--- src/rtl/relu_maxpool_stream.sv ---
// Streaming ReLU + non-overlapping 1-D max-pool over frames of LEN signed values.
// Emits one registered maximum per POOL-wide window, with a shorter final window when LEN % POOL != 0.
module relu_maxpool_stream #(
   parameter int T    = 16,
   parameter int LEN  = 33,
   parameter int POOL = 2,
   parameter int RELU = 1
) (
   input  logic         clk,
   input  logic         reset,
   input  logic [T-1:0] s_data_in_x,
   input  logic         s_valid_x,
   output logic         s_ready_x,
   output logic [T-1:0] m_data_out_y,
   output logic         m_valid_y,
   input  logic         m_ready_y
);

   localparam int WW = (POOL > 1) ? $clog2(POOL) : 1;
   localparam int PW = (LEN > 1) ? $clog2(LEN) : 1;
   localparam logic [WW-1:0] WLAST = WW'(POOL - 1);
   localparam logic [PW-1:0] PLAST = PW'(LEN - 1);

   logic [WW-1:0] wcnt_q, wcnt_d;
   logic [PW-1:0] pos_q, pos_d;
   logic [T-1:0]  acc_q, acc_d;
   logic [T-1:0]  data_q, data_d;
   logic          valid_q, valid_d;

   logic          accept;
   logic          frame_end;
   logic          close;
   logic [T-1:0]  win_max;
   logic [T-1:0]  clamped;

   // Valid/ready: a transfer happens on a rising edge where valid and ready are both high;
   // the output register is free when empty or being drained this cycle.
   assign s_ready_x    = !valid_q || m_ready_y;
   assign m_data_out_y = data_q;
   assign m_valid_y    = valid_q;

   always_comb begin
      accept    = s_valid_x && s_ready_x;
      frame_end = (pos_q == PLAST);
      close     = accept && ((wcnt_q == WLAST) || frame_end);
      // First value of a window seeds the max regardless of the stale accumulator.
      if ((wcnt_q == '0) || ($signed(s_data_in_x) > $signed(acc_q))) begin
         win_max = s_data_in_x;
      end else begin
         win_max = acc_q;
      end
      clamped = ((RELU != 0) && win_max[T-1]) ? '0 : win_max;

      acc_d   = acc_q;
      wcnt_d  = wcnt_q;
      pos_d   = pos_q;
      data_d  = data_q;
      valid_d = valid_q;

      if (m_ready_y) begin
         valid_d = 1'b0;
      end
      if (accept) begin
         acc_d  = win_max;
         wcnt_d = close ? '0 : (wcnt_q + WW'(1));
         pos_d  = frame_end ? '0 : (pos_q + PW'(1));
      end
      if (close) begin
         data_d  = clamped;
         valid_d = 1'b1;
      end
   end

   always_ff @(posedge clk) begin
      if (reset) begin
         wcnt_q  <= '0;
         pos_q   <= '0;
         acc_q   <= '0;
         data_q  <= '0;
         valid_q <= 1'b0;
      end else begin
         wcnt_q  <= wcnt_d;
         pos_q   <= pos_d;
         acc_q   <= acc_d;
         data_q  <= data_d;
         valid_q <= valid_d;
      end
   end

endmodule

--- config.mk ---
export PLATFORM = sky130hd
export DESIGN_NAME = relu_maxpool_stream
export DESIGN_NICKNAME = d
export VERILOG_FILES = /design/src/rtl/relu_maxpool_stream.sv
export SDC_FILE = /design/constraint.sdc
export NUM_CORES = 1
export LEC_CHECK = 0
export CAP_MARGIN = 20
export CORE_MARGIN = 4
export CORE_UTILIZATION = 35
export DETAILED_ROUTE_END_ITERATION = 8
export DONT_BUFFER_PORTS = 1
export PLACE_DENSITY = 0.47
export SYNTH_ARGS = -nofsm -noshare
export SYNTH_HDL_FRONTEND = slang
export SYNTH_SLANG_ARGS = --single-unit
--- constraint.sdc ---
create_clock -name clk -period 3.98 [get_ports clk]
set_clock_uncertainty 0.1 [all_clocks]
set_input_delay 0.597 -clock clk [delete_from_list [all_inputs] [get_ports clk]]
set_output_delay 0.597 -clock clk [all_outputs]
set_load 0.02 [all_outputs]
### Word-level counts from Yosys, hierarchy flattened

Cells that the tools add are included.

* $add $sub $neg: 2
* $mul: 0
* div/mod/pow operators: 0
* magnitude comparators: 1
* equal/unequal tests: 1
* shifts and indexed selects: 0
* muxes and demuxes: 6
* bitwise gates (word level): 1
* reductions and logical operators: 7

Operator list (count)
* > comparator 16 bit: 1
* 2-to-1 mux 16 bit: 1
* 2-to-1 mux 15 bit: 1
* adder 6 x 1 -> 6 bit (second input constant): 1
* == test 6 bit (second input constant): 1
* 2-to-1 mux 6 bit: 1
* logical OR 1 bit: 3
* 2-to-1 mux 1 bit: 3
* logical AND 1 bit: 2
* nonzero test 2 bit: 1
* adder 1 bit (second input constant): 1
* zero test 1 bit: 1
* NOT 1 bit: 1

* register bits after elaboration: 40
* bits in latches: 0
* RAM bits: 0
* bits in read-only memories: 0
* input bits: 20
* output and inout bits: 18
* logic and storage cells: 23
* memories kept: 0

### Logic depth before layout (Yosys ltp)

Gate-level depths: netlist of the first run.

* depth in word-level cells: 5
* gate-level depth with buffers: 10
* gate-level depth less buffers: 8

### Least setup slack after synthesis of the first run

Ideal clock, no wire load.

* path kind: input -> register
* from: input s_data_in_x[15]
* to: register acc_q[0]
* library setup time: 0.132 ns
* data arrival time: 2.335 ns
* data required time: 3.748 ns
* path slack: 1.413 ns
* stages on the path: 9
* path buffers: 2
* cell sequence: ha_1 -> nand4_4 -> nor4_4 -> o2111ai_2 -> and4_1 -> buf_4 -> buf_6 -> o31ai_1 -> a21oi_1

* longest elaborated chain between the ends: 3

RTL lines
* from (decl): line 11 `input logic [T-1:0] s_data_in_x,`
* > comparator 16 bit: line 47 `if ((wcnt_q == '0) || ($signed(s_data_in_x) > $signed(acc_q))) begin`
* logical OR 1 bit: line 47
* 2-to-1 mux 16 bit: line 47
* to (signal assigned): line 78 `acc_q <= '0;`
* to (signal assigned): line 84 `acc_q <= acc_d;`
* to (decl): line 26 `logic [T-1:0] acc_q, acc_d;`

No other way between the ends.
A chain may end at the register's enable or synchronous reset.

### Worst setup path in the final report of the first run

* from: register acc_q[15]
* to: register acc_q[4]

* longest elaborated chain between the ends: 3

RTL lines (line)
* > comparator 16 bit: 47
* logical OR 1 bit: 47
* 2-to-1 mux 16 bit: 47

No other way between the ends.

==> results.json, run 1 <==
{
  "cp.required_ps": 4100,
  "synth_top_area_share_pct": 33.53,
  "ir_drop_uv": 166.2,
  "end_kind": "flip-flop",
  "drt_wl_total_mm": 5.975,
  "initial_core_util_pct": 36.26,
  "tritoncts": "yes",
  "setup_violations": 0,
  "htree_levels": 2,
  "synthDistinctLibCells": 45,
  "path_cells": "inv_1 > ha_1 > nand4_4 > nor4_1 > o21a_1 > and4_1 > buf_4 > o31ai_1 > a21oi_1",
  "slowest_delay_ps": 550,
  "status": "completed",
  "die_h_um": 89.57,
  "synthCells": 255,
  "io_pins": 38,
  "ys_top_cells_by_area": "dfxtp_1 (34%), ha_1 (9.7%), a22oi_1 (8.4%), mux2i_1 (5.6%), nand4_1 (5.4%)",
  "grt_max_degree": 27,
  "cts_sinks": 39,
  "syn-num-nets": 293,
  "rsz0062_at_grt": "no",
  "tightest_slew_ps": 651.4,
  "cts_buffers": 5,
  "std_cell_rows": 29,
  "synth_top_cell_by_area": "dfxtp_1",
  "top_layer": "met4",
  "area_delta_synth_final_pct": 6.395,
  "drc": 0,
  "post_cts_resized": 0,
  "syn_avg_cell_area_um2": 9.131,
  "hold_buffers": 0,
  "viasPerCell": 5.857,
  "drt_iter0_markers": 95,
  "hold_viol_final": 0,
  "relSlewSlack_pct": 56.57,
  "maxCapViolations": 0,
  "fin_crit_ps": 2804,
  "crit_type": "reg2reg",
  "n_antenna_cell": 0,
  "clockRootBuffer": "clkbuf_8",
  "setup_tns_ps": 0,
  "core_area_um2": 6422,
  "ys_async_sr_fraction_pct": 0,
  "fill_cells": 644,
  "mostFrequentLayoutCell": "dfxtp_1",
  "grt_usage_pct": 16.03,
  "wl_met2_mm": 2.914,
  "cts_setup_buffers": 0,
  "grt_pass1_vias": 1980,
  "slew_viol_final": 0,
  "met1Wirelength_mm": 2.703,
  "gp_congestion": 0.7229,
  "clk_latency_ps": 290,
  "ys.flop_type": "dfxtp_1",
  "cts.clk_slew.worst_paths_ps": 80,
  "antenna_found_initial": 0,
  "fp.dieW_um": 89.57,
  "grt_pass1_wl_mm": 9.839,
  "cp_max_fo": 10,
  "layout_common_cells": "dfxtp_1 (39), a22oi_1 (26), a21oi_1 (24), inv_1 (20), nand4_1 (20)",
  "multi_input_area_um2": 1376,
  "drive_above_1_share_pct": 10.76,
  "clockBufferDepth": 2,
  "ant_nets": 0,
  "vias": 1921,
  "power_density_nw_per_um2": 347.9,
  "yosysWarnings": 0,
  "die-area_um2": 8022,
  "wl_per_cell_um": 18.22,
  "grt.overflow.total": 0,
  "finalCritPeriodShare_pct": 70.45,
  "portBuffers": 0,
  "regArea_um2": 780.7,
  "cp_slowest_cell": "and4_1",
  "hold_path_class": "in2reg",
  "power_leakage_uw": 0.0009476,
  "cp-start-kind": "flip-flop",
  "whs_ps": 269.8,
  "fmax_ghz": 0.3566,
  "drt-pass1-iter-count": 4,
  "synth_edf_count": 0,
  "hpwl_mm": 4.102,
  "met3_length_um": 317,
  "post_synth_instance_area_um2": 2328,
  "ys_ff_latch": 39,
  "nNetsFinal": 288,
  "total_power_uw": 861.9,
  "cp.arrival_ps": 2920,
  "yosysSeqAreaShare_pct": 33.53
}
critical path, delay by kind of cell (launching register included):
kind / cells / cell delay, ps
DFF: 1 / 380
buffers and inverters: 2 / 360
AOI/OAI and AO/OA: 3 / 450
adders and majority gates: 1 / 340
and+or+nand+nor: 3 / 1110
kinds of logic (layout without fill, tap and decap cells):
family          count (synthesis)  after routing  synth area share (%)
compound gates                 83             83                 25.26
simple gates                   57             57                 15.91
flops                          39             39                 33.53
buf+inv                        39             35                 8.006
fa+ha+maj                      18             18                 9.672
mux                            13             13                 5.588
xor+xnor                        5              5                 1.881
other cells                     1              1                0.1610
where the power goes:
group / total (uW) / leakage [uW] / switching, uW / internal, uW
logic: 154 / 0.000589 / 92.2 / 61.5
registers: 439 / 0.000318 / 27.3 / 412
clock network: 269 / 0.0000402 / 147 / 122
path summary, 6_finish.rpt:
check	start	end	slack (ps)	cells after the start
worst max-delay path	acc_q[15]	acc_q[4]	1180	9
worst min-delay path	reset	acc_q[14]	270	1
worst max register to register	acc_q[15]	acc_q[4]	1180	9
worst min register to register	acc_q[5]	acc_q[5]	390	2
through the flow:
| step | instances | utilization [%] | instance area (um2) | setup slack [ps] |
|---|---|---|---|---|
| after floorplan | 255 | - | 2328 | 1413 |
| after global placement | 319 | 36.96 | 2374 | 1080 |
| after detailed placement | 319 | 36.96 | 2374 | 1026 |
| after CTS | 327 | 38.34 | 2462 | 1135 |
| after global routing | 328 | 38.57 | 2477 | 901.3 |
| final | 328 | 38.57 | 2477 | 1176 |
state kept, by name, indices dropped and copies added (netlist names):
register / count
acc_q: 16
m_data_out_y: 15
pos_q: 6
m_valid_y: 1
wcnt_q: 1
synthesized netlist by cell type, drive strengths merged (2+ instances only):
cell	count
a21oi	24
a221oi	2
a22oi	26
a311oi	2
a31oi	2
buf	7
clkbuf	12
dfxtp	39
ha	18
inv	20
mux2i	13
nand2	9
nand2b	3
nand4	23
nor2	11
nor2b	2
nor3	2
nor4	4
o21ai	2
o21bai	2
o31ai	16
xnor2	2
xor2	3
area by class of cell:
class	count	area share [%]
clock buffer	5	2.778
clock inverter	3	0.8081
inverter	20	3.030
multi-input combinational	177	55.56
sequential	39	31.52
tap	77	3.889
timing repair buffer	7	2.424
per-layer routing:
metal / vias up / global-route usage (%)
met5: - / 0
met4: 0 / 4.060
met3: 4 / 4.700
met2: 37 / 26.73
met1: 924 / 20.19
li1: 956 / -
No activity file was read; power rests on OpenSTA's default activity.
==> inputs of run 2 (changes only) <==
--- a/config.mk
+++ b/config.mk
@@ -10,7 +10,7 @@
 export CORE_UTILIZATION = 35
 export DETAILED_ROUTE_END_ITERATION = 8
 export DONT_BUFFER_PORTS = 1
-export PLACE_DENSITY = 0.47
+export PLACE_DENSITY = 0.49
 export SYNTH_ARGS = -nofsm -noshare
 export SYNTH_HDL_FRONTEND = slang
 export SYNTH_SLANG_ARGS = --single-unit
==> constraint.sdc (replaced) <==
create_clock -name clk -period 2.4 [get_ports clk]
set_clock_uncertainty 0.1 [all_clocks]
set_input_delay 0.36 -clock clk [delete_from_list [all_inputs] [get_ports clk]]
set_output_delay 0.36 -clock clk [all_outputs]
set_load 0.02 [all_outputs]
==> results.json, run 2 (synthesis gave the netlist of run 1 again) <==
{
  "status": "completed",
  "clockBufferDepth": 2,
  "drt-pass1-iter-count": 5,
  "regToRegStartpoint": "acc_q[13]",
  "antenna_found_initial": 0,
  "fmax_ghz": 0.4301,
  "grt_pass1_vias": 2003,
  "grt_pass1_wl_mm": 10.16,
  "clockRootBuffer": "clkbuf_8",
  "whs_ps": 20.37,
  "std_cell_rows": 29,
  "p_sw_share_pct": 30.52,
  "end_kind": "flip-flop",
  "tritoncts": "yes",
  "wl_per_cell_um": 17.78,
  "power_leakage_uw": 0.001121,
  "n_antenna_cell": 0,
  "cts.clk_slew.worst_paths_ps": 80,
  "htree_levels": 2,
  "p_sw_uw": 468.0,
  "portBuffers": 0,
  "cts_buffers": 5,
  "initial_core_util_pct": 36.26,
  "layout_common_cells": "dfxtp_1 (30), buf_4 (27), a22oi_1 (26), a21oi_1 (24), nand4_1 (20)",
  "hold_path_class": "in2reg",
  "final_util_pct": 44.73,
  "comb_power_share_pct": 22.3,
  "io_pins": 38,
  "setup_violations": 0,
  "drt_iter0_markers": 135,
  "drt_wl_total_mm": 6.277,
  "hpwl_mm": 4.426,
  "grt.overflow.total": 0,
  "ir_drop_uv": 322.5,
  "hold_buffers": 0,
  "critPathLaunch": "acc_q[13]",
  "power_density_nw_per_um2": 533.6,
  "area_delta_synth_final_pct": 23.37,
  "drc": 0,
  "power_frac_seq_pct": 47.4,
  "critPathBufInv": 4,
  "path_cells": "inv_1 > ha_4 > nand4_4 > buf_4 > nor3_2 > nor3_2 > buf_4 > a31oi_4 > nor2_8 > buf_4 > a311oi_1",
  "cp.required_ps": 2510,
  "grt_max_degree": 27,
  "grt_usage_pct": 16.50,
  "mostFrequentLayoutCell": "dfxtp_1",
  "fill_cells": 627,
  "r2r_setup_slack_ps": 80,
  "fin_crit_ps": 2325,
  "endpoint": "m_data_out_y[13]",
  "gp_congestion": 0.8344,
  "cp_slowest_cell": "dfxtp_2",
  "clockPowerShare_pct": 30.3,
  "reg2reg_to": "m_data_out_y[13]",
  "finalCritPeriodShare_pct": 96.87,
  "worst-path-stages": 11,
  "drive_above_1_share_pct": 27.90,
  "crit_top_cell": "buf_4",
  "cp_max_fo": 4,
  "die-area_um2": 8022,
  "tightest_slew_ps": 587.8,
  "cts_sinks": 39,
  "internal_power_uw": 1065,
  "cp.arrival_ps": 2430,
  "largest_reg_flops": 16,
  "hold_viol_final": 0,
  "ant_nets": 0,
  "cp_top_family": "compound AO/OA/AOI/OAI gates",
  "r2r_cells": 11,
  "maxCapViolations": 0,
  "clk_latency_ps": 290,
  "viasPerCell": 5.620,
  "cp-start-kind": "flip-flop",
  "fp.dieW_um": 89.57,
  "nNetsFinal": 314,
  "core_area_um2": 6422,
  "vias": 1984,
  "relSlewSlack_pct": 60.52,
  "slew_viol_final": 0,
  "die_h_um": 89.57,
  "slowest_delay_ps": 330,
  "rsz0062_at_grt": "yes",
  "crit_type": "reg2reg",
  "regMostFlops": "acc_q"
}
[run 2: cell types whose count changed in the layout (fill, tap and decap cells not counted), moves of 4 or more]
cell     change
buf_4       +21
ha_1         -4
dfxtp_1      -9
buf_6        +5
ha_4         +4
dfxtp_2      +9
[run 2: worst min-delay path by stage]
stage | cells after the start | end | slack [ps] | from
after CTS | 1 | acc_q[12] | 10 | reset
after global routing | 1 | acc_q[13] | 0.9 | reset
after floorplan | 2 | acc_q[10] | 360 | acc_q[10]
after global placement | 1 | m_valid_y | 330 | reset
after detailed placement | 1 | acc_q[14] | 340 | reset
final | 1 | acc_q[13] | 20 | reset
[run 2: worst register-to-register path, cell delays in order, from the launching register on]
cell	delay (ps)
dfxtp_2	330
inv_1	60
ha_4	280
nand4_4	130
buf_4	180
nor3_2	190
nor3_2	50
buf_4	160
a31oi_4	320
nor2_8	60
buf_4	150
a311oi_1	240
[run 2: through the flow]
| stage | setup slack, ps | area [um2] | TNS (ps) | total power, uW | instances |
|---|---|---|---|---|---|
| 2_1_floorplan | 39.87 | 2328 | 0 | 948.0 | 255 |
| 3_3_place_gp | -20.93 | 2554 | -32.10 | 1028 | 343 |
| 3_5_place_dp | -68.36 | 2554 | -590.0 | 1028 | 343 |
| 4_1_cts | 2.472 | 2695 | 0 | 1515 | 353 |
| 5_1_grt | -26.53 | 2873 | -112.8 | 1626 | 353 |
| 6_report | 75.19 | 2873 | 0 | 1533 | 353 |
[run 2: cell type report]
type	instances	area, um2	share of cell area [%]
multi-input cells	177	1543	53.70
clock inverters	1	5.005	0.1742
inverters	20	75.07	2.613
repair buffers	33	279.0	9.713
well taps	77	96.34	3.354
clock buffers	6	82.58	2.875
flip-flops and latches	39	792.0	27.57
[run 2: what timing repair did]
| action | 4_1_cts | 5_1_grt |
|---|---|---|
| setup buffers | 3 | 0 |
| gates resized for setup | 4 | 35 |
| gates cloned | 0 | 0 |
| setup endpoints to repair | 31 | 31 |
| pin swaps | 2 | 16 |
[run 2: metal layers]
metal / up-vias / GRT usage (%) / routed length, um
met5: - / 0 / 0
met4: 0 / 4.465 / 62
met3: 7 / 4.240 / 306
met2: 41 / 26.86 / 2997
met1: 924 / 21.55 / 2910
li1: 1012 / - / -
[run 2: power groups by stage]
stage	Sequential, uW	Clock (uW)	Combinational, uW
2_1_floorplan	733	0	215
3_3_place_gp	738	0	289
3_5_place_dp	739	0	289
4_1_cts	724	488	303
5_1_grt	733	513	380
6_report	727	464	342
